<file path="config.mk">
export PLATFORM = sky130hd
export DESIGN_NAME = dmem_arbiter_flat
export DESIGN_NICKNAME = d
export VERILOG_FILES = /design/src/rtl/dmem_arbiter_if.sv /design/src/rtl/dmem_arbiter.sv /design/src/flat_wrapper.sv
export SDC_FILE = /design/constraint.sdc
export NUM_CORES = 1
export LEC_CHECK = 0
export ABC_AREA = 0
export ABC_CLOCK_PERIOD_IN_PS = 3400
export CORE_AREA = 4 4 113 115
export CTS_CLUSTER_DIAMETER = 40
export DETAILED_ROUTE_END_ITERATION = 8
export DIE_AREA = 0 0 117 119
export GPL_ROUTABILITY_DRIVEN = 0
export HOLD_SLACK_MARGIN = 0.03
export MAX_ROUTING_LAYER = met4
export PLACE_DENSITY = 0.72
export SLEW_MARGIN = 30
export SYNTH_ARGS = -nofsm -noshare
export SYNTH_HDL_FRONTEND = slang
export SYNTH_SLANG_ARGS = --single-unit
</file>
<file path="constraint.sdc">
create_clock -name clk -period 3.4 [get_ports clk]
set_input_delay 0.34 -clock clk [delete_from_list [all_inputs] [get_ports clk]]
set_output_delay 0.34 -clock clk [all_outputs]
set_load 0.05 [all_outputs]
</file>
<file path="src/rtl/dmem_arbiter_if.sv">
// dmem_arbiter_if
//   Bundles the three sides of the data-memory arbiter into one interface:
//   the CPU MEM-stage port (cpu_*), the secondary DMA/loader port (dma_*)
//   and the shared data-memory port (mem_*).
//   Modports:
//     slave  : the arbiter. It serves the CPU and DMA requests and drives dmem.
//     master : the environment. It issues CPU/DMA requests and returns mem_rd.
interface dmem_arbiter_if;
    // CPU (priority master)
    logic        cpu_req;
    logic        cpu_we;
    logic [31:0] cpu_a;
    logic [31:0] cpu_wd;
    logic [31:0] cpu_rd;
    logic        cpu_stall;
    // DMA / loader (secondary master)
    logic        dma_req;
    logic        dma_we;
    logic [31:0] dma_a;
    logic [31:0] dma_wd;
    logic [31:0] dma_rd;
    logic        dma_ack;
    // Shared data-memory port
    logic        mem_we;
    logic [31:0] mem_a;
    logic [31:0] mem_wd;
    logic [31:0] mem_rd;

    modport slave (
        input  cpu_req, cpu_we, cpu_a, cpu_wd,
        input  dma_req, dma_we, dma_a, dma_wd,
        input  mem_rd,
        output cpu_rd, cpu_stall,
        output dma_rd, dma_ack,
        output mem_we, mem_a, mem_wd
    );

    modport master (
        output cpu_req, cpu_we, cpu_a, cpu_wd,
        output dma_req, dma_we, dma_a, dma_wd,
        output mem_rd,
        input  cpu_rd, cpu_stall,
        input  dma_rd, dma_ack,
        input  mem_we, mem_a, mem_wd
    );
endinterface

</file>
<file path="src/rtl/dmem_arbiter.sv">
// dmem_arbiter
//   Shares the single data-memory port (RAM plus memory-mapped switches/LEDs)
//   between the pipeline MEM stage (CPU, priority master) and a DMA/loader.
//   The CPU wins by default; after MAX_WAIT consecutive denied DMA-request
//   cycles the DMA is forced in for one cycle, stalling the CPU for that cycle.
//   Memory reads are combinational, writes commit on posedge clk in dmem.
// Parameters
//   MAX_WAIT : denied DMA-request cycles before the DMA is forced in (1..255)
//   CNT_W    : starvation counter width, must be able to hold MAX_WAIT
// Ports
//   clk      : system clock, all state updates on posedge
//   reset_n  : asynchronous active-low reset
//   bus      : dmem_arbiter_if.slave (cpu_*, dma_*, mem_* signal groups)
module dmem_arbiter #(
    parameter int unsigned MAX_WAIT = 4,
    parameter int unsigned CNT_W    = 8
) (
    input  logic             clk,
    input  logic             reset_n,
    dmem_arbiter_if.slave    bus
);

    typedef enum logic {
        ARB = 1'b0,   // arbitration cycle, DMA may be granted
        ACK = 1'b1    // DMA completion cycle, CPU owns the port
    } state_t;

    localparam logic [CNT_W-1:0] WAIT_LIMIT = CNT_W'(MAX_WAIT);

    state_t           state;
    state_t           state_nxt;
    logic [CNT_W-1:0] wait_cnt;
    logic [CNT_W-1:0] wait_cnt_nxt;
    logic             starved;
    logic             grant_dma;
    logic [31:0]      dma_rd_q;

    assign starved = (wait_cnt == WAIT_LIMIT);

    // Read data for the CPU is always the raw memory read; the CPU only
    // consumes it in cycles where cpu_stall is low.
    assign bus.cpu_rd = bus.mem_rd;
    assign bus.dma_rd = dma_rd_q;

    always_comb begin
        state_nxt    = state;
        wait_cnt_nxt = wait_cnt;
        grant_dma    = 1'b0;
        bus.mem_we    = 1'b0;
        bus.mem_a     = bus.cpu_a;
        bus.mem_wd    = bus.cpu_wd;
        bus.cpu_stall = 1'b0;
        bus.dma_ack   = 1'b0;

        unique case (state)
            ARB: begin
                // Gating with reset_n keeps a pending DMA off the port while
                // reset is held, so an in-flight grant aborts immediately.
                grant_dma = reset_n & bus.dma_req & (~bus.cpu_req | starved);
                if (grant_dma) begin
                    bus.mem_we    = bus.dma_we;
                    bus.mem_a     = bus.dma_a;
                    bus.mem_wd    = bus.dma_wd;
                    bus.cpu_stall = bus.cpu_req;
                    wait_cnt_nxt  = '0;
                    state_nxt     = ACK;
                end else begin
                    bus.mem_we = bus.cpu_we & bus.cpu_req;
                    if (bus.dma_req) begin
                        // Saturate so a long CPU burst cannot wrap the counter.
                        wait_cnt_nxt = starved ? wait_cnt : wait_cnt + CNT_W'(1);
                    end else begin
                        wait_cnt_nxt = '0;
                    end
                end
            end
            ACK: begin
                // DMA request seen here is ignored; it only starts counting
                // from the following ARB cycle.
                bus.dma_ack  = 1'b1;
                bus.mem_we   = bus.cpu_we & bus.cpu_req;
                wait_cnt_nxt = '0;
                state_nxt    = ARB;
            end
            default: begin
                state_nxt = ARB;
            end
        endcase
    end

    always_ff @(posedge clk or negedge reset_n) begin
        if (!reset_n) begin
            state    <= ARB;
            wait_cnt <= '0;
            dma_rd_q <= '0;
        end else begin
            state    <= state_nxt;
            wait_cnt <= wait_cnt_nxt;
            if (grant_dma) begin
                dma_rd_q <= bus.mem_rd;
            end
        end
    end

endmodule

</file>
<file path="src/flat_wrapper.sv">
// flat-port wrapper written by rule: the top's interface ports become plain ports
module dmem_arbiter_flat 
#(
    parameter int unsigned MAX_WAIT = 4,
    parameter int unsigned CNT_W    = 8
)
  (clk, reset_n, bus_cpu_req, bus_cpu_we, bus_cpu_a, bus_cpu_wd, bus_dma_req, bus_dma_we, bus_dma_a, bus_dma_wd, bus_mem_rd, bus_cpu_rd, bus_cpu_stall, bus_dma_rd, bus_dma_ack, bus_mem_we, bus_mem_a, bus_mem_wd);
  dmem_arbiter_if bus_i ();
  input  logic clk;
  input  logic reset_n;
  input wire logic [$bits(bus_i.cpu_req)-1:0] bus_cpu_req;
  input wire logic [$bits(bus_i.cpu_we)-1:0] bus_cpu_we;
  input wire logic [$bits(bus_i.cpu_a)-1:0] bus_cpu_a;
  input wire logic [$bits(bus_i.cpu_wd)-1:0] bus_cpu_wd;
  input wire logic [$bits(bus_i.dma_req)-1:0] bus_dma_req;
  input wire logic [$bits(bus_i.dma_we)-1:0] bus_dma_we;
  input wire logic [$bits(bus_i.dma_a)-1:0] bus_dma_a;
  input wire logic [$bits(bus_i.dma_wd)-1:0] bus_dma_wd;
  input wire logic [$bits(bus_i.mem_rd)-1:0] bus_mem_rd;
  output wire logic [$bits(bus_i.cpu_rd)-1:0] bus_cpu_rd;
  output wire logic [$bits(bus_i.cpu_stall)-1:0] bus_cpu_stall;
  output wire logic [$bits(bus_i.dma_rd)-1:0] bus_dma_rd;
  output wire logic [$bits(bus_i.dma_ack)-1:0] bus_dma_ack;
  output wire logic [$bits(bus_i.mem_we)-1:0] bus_mem_we;
  output wire logic [$bits(bus_i.mem_a)-1:0] bus_mem_a;
  output wire logic [$bits(bus_i.mem_wd)-1:0] bus_mem_wd;
  assign bus_i.cpu_req = bus_cpu_req;
  assign bus_i.cpu_we = bus_cpu_we;
  assign bus_i.cpu_a = bus_cpu_a;
  assign bus_i.cpu_wd = bus_cpu_wd;
  assign bus_i.dma_req = bus_dma_req;
  assign bus_i.dma_we = bus_dma_we;
  assign bus_i.dma_a = bus_dma_a;
  assign bus_i.dma_wd = bus_dma_wd;
  assign bus_i.mem_rd = bus_mem_rd;
  assign bus_cpu_rd = bus_i.cpu_rd;
  assign bus_cpu_stall = bus_i.cpu_stall;
  assign bus_dma_rd = bus_i.dma_rd;
  assign bus_dma_ack = bus_i.dma_ack;
  assign bus_mem_we = bus_i.mem_we;
  assign bus_mem_a = bus_i.mem_a;
  assign bus_mem_wd = bus_i.mem_wd;
  dmem_arbiter #(.MAX_WAIT(MAX_WAIT), .CNT_W(CNT_W)) u_core (.clk(clk), .reset_n(reset_n), .bus(bus_i));
endmodule
</file>
==> results.md <==
- status: finished clean
- max_cap viols: 0
- later-pin clock latency in the skew report: 280 ps
- Data required, critical path: 3060 ps
- DRC violation total after the first TritonRoute iteration: 115
- routed length per placed instance: 20.9 um
- routed vias/inst: 4.39
- slew of the pin with the lowest slew margin: 874 ps
- Area Overhead vs Synth: 92.2%
- Post-Synth Adder-Cell Area: 0.829%
- XOR/XNOR Fraction of Synth Area: 2.03%
- combinational family with the most area after synthesis: multiplexers
- multiplexer share of the synthesized area: 43.3%
- Hold Fails Final Rpt: 0
- RSZ-0062 raised after global routing: false
- core area: 11,800 um2
- Inserted Clock Buffers: 5
- I/O pin count: 297
- most common cell after layout, fill and taps aside: clkdlybuf4s50_1
- drt total wl: 13,300 um
- Final Setup Violations: 0
- ratio of total power to cell area: 438 nW/um2
- sequential element share of the synthesized area: 34.0%
- area enclosed by the die boundary: 13,900 um2
- number of distinct standard cells referenced by the synthesized netlist: 27
- highest-count cells in the layout ignoring fill and taps: clkdlybuf4s50_1 (230), buf_4 (69), mux2_4 (60)
- horizontal die dimension: 117 um
- All-Layer GR Usage: 18.4%
- ratio of cells with drive above 1 in the final layout: 36.0%
- synthesized area: 3020 um2
- critical path launch point type: flip-flop
- number of hold-repair buffers added at the cts stage: 0
- worst max-slew margin expressed relative to the limit: 41.7%
- Detail Placement HPWL: 11,300 um
- compound-gate portion of the synthesized area: 1.20%
- cell row count: 40
- leakage power: 2.61 nW
- number of instances in the synthesized netlist: 223
- number of buffers inserted by post-CTS setup repair: 0
- worst clock skew on the final layout: 5.84 ps
- antenna violations before repair: 0
- total vias in the final route: 2,795
- Synth Net Count: 391
- post-layout worst setup margin: 218 ps
- maximum vdd drop: 0.000320 V
- diode insertion count for antenna repair: 0
- final critical delay including setup and external delays: 3180 ps
- cts repair resizes: 0
- final routed DRC violation total: 0
- setup tns final: 0 ps
- GRT Residual Overflow: 0
- maximum number of pins on one net before global-route repair: 50
- min-delay worst type: in -> async
- first-pass GRT wire length: 18,600 um
- clock tree from TritonCTS: built
- FF+latch count, synth: 41
- maximum fanout along the worst path: 49
- crit path capture type: primary output
- Post-DRT Antenna Nets: 0
- final cycle utilization of the critical path: 93.6%
- clock net sink count: 41
- Initial DRT Pass Iterations: 4
- Mean Syn Cell Area: 13.5 um2
- final-stage net count: 656
- pins over their slew limit: 0
- synthesized-area fraction occupied by and/or/nand/nor cells: 4.60%
- number of input and output port buffers inserted: 296
- R2R cell count: 8
- initial core utilization: 25.6%
- synth warn: 0
- clock slew seen by the registers of the worst setup and hold paths: 60 ps
- CTS H-Tree Depth: 2
- number of global-route vias before repair: 3,076
- vertical extent of the die: 119 um
- startpoint-to-endpoint class of the critical path: reg -> out
- data arrival time at the worst-slack endpoint: 2840 ps
- Achievable Freq: 0.314 GHz
- CTS Root Buffer Type: clkbuf_16
- Post-Place Worst Slack: 509 ps
- clock tree buffer depth: 2
worst max-delay path, stage by stage (launching register included):
cell and delay [ps]:
dfrtp_1 400, inv_1 100, ha_1 140, or4b_4 480, nor3_4 310, o21ai_4 90, buf_4 380, mux2_4 420
buf_4 190
power breakdown:
part,leakage (nW),internal (mW),switching (mW),total [mW]
logic,2.02,0.567,0.803,1.37
registers,0.503,0.576,0.0453,0.621
clock network,0.0841,0.367,0.182,0.548
total,2.61,1.51,1.03,2.54
cells in the mapped netlist (all sizes together):
master	instances	share of area, %
a21oi	2	0.33
a32o	1	0.33
and2	1	0.21
and3	1	0.21
buf	42	13
clkinv	1	0.12
dfrtp	41	34
ha	2	0.83
inv	4	0.50
mux2	96	43
nand2	5	0.62
nand2b	1	0.21
nand3	3	0.50
nor2	7	0.87
nor2b	1	0.21
nor3	3	0.87
o211ai	1	0.25
o21ai	1	0.29
or3	1	0.21
or4	1	0.25
or4b	1	0.46
xnor2	4	1.2
xor2	3	0.87
flip-flops by register name, summed over array words and instances, names as in the netlist:
signal	flops
u_core.bus.dma_rd	32
u_core.wait_cnt	8
u_core.state	1
layer usage:
layer	wire [um]	share of wire [%]	up-vias	GRT usage, %
li1	-	-	1280	-
met1	4830	36	1312	20.0
met2	6570	49	182	32.0
met3	1600	12	21	6.05
met4	320	2.4	0	4.95
met5	0	0	-	-
per-stage QoR:
step	instances	instance area (um2)	utilization (%)	total power [mW]	hold WS (ps)
5_1_grt	636	5800	49.1	2.64	236
3_3_place_gp	628	5630	47.7	1.99	489
2_1_floorplan	223	3020	-	1.47	44.4
6_report	636	5800	49.1	2.54	168
3_5_place_dp	628	5630	47.7	2.00	490
4_1_cts	636	5800	49.1	2.57	192
area by class of cell:
type	count	area, um2
Sequential cell	41	1030
Clock buffer	7	143
Fill cell	1081	6010
Tap cell	147	184
Inverter	5	18.8
Timing Repair Buffer	300	2830
Multi-Input combinational cell	135	1580
Clock inverter	1	30.0
cells by family after synthesis:
group | Yosys count
mux | 96
flops | 41
buf+inv | 47
compound gates | 5
fa+ha+maj | 2
simple gates | 25
xor+xnor | 7
final timing paths:
path	startpoint	endpoint	slack (ps)
worst max-delay path	u_core.wait_cnt[0]	bus_mem_a[23]	220
worst min-delay path	reset_n	u_core.bus.dma_rd[0]	170
worst max register to register	u_core.wait_cnt[0]	u_core.bus.dma_rd[9]	910
worst min register to register	u_core.bus.dma_rd[25]	u_core.bus.dma_rd[25]	500
max in group asynchronous	reset_n	u_core.bus.dma_rd[10]	2860
min in group clk	u_core.bus.dma_rd[25]	u_core.bus.dma_rd[25]	500
Note: power is estimated with default switching activity, not from simulation.
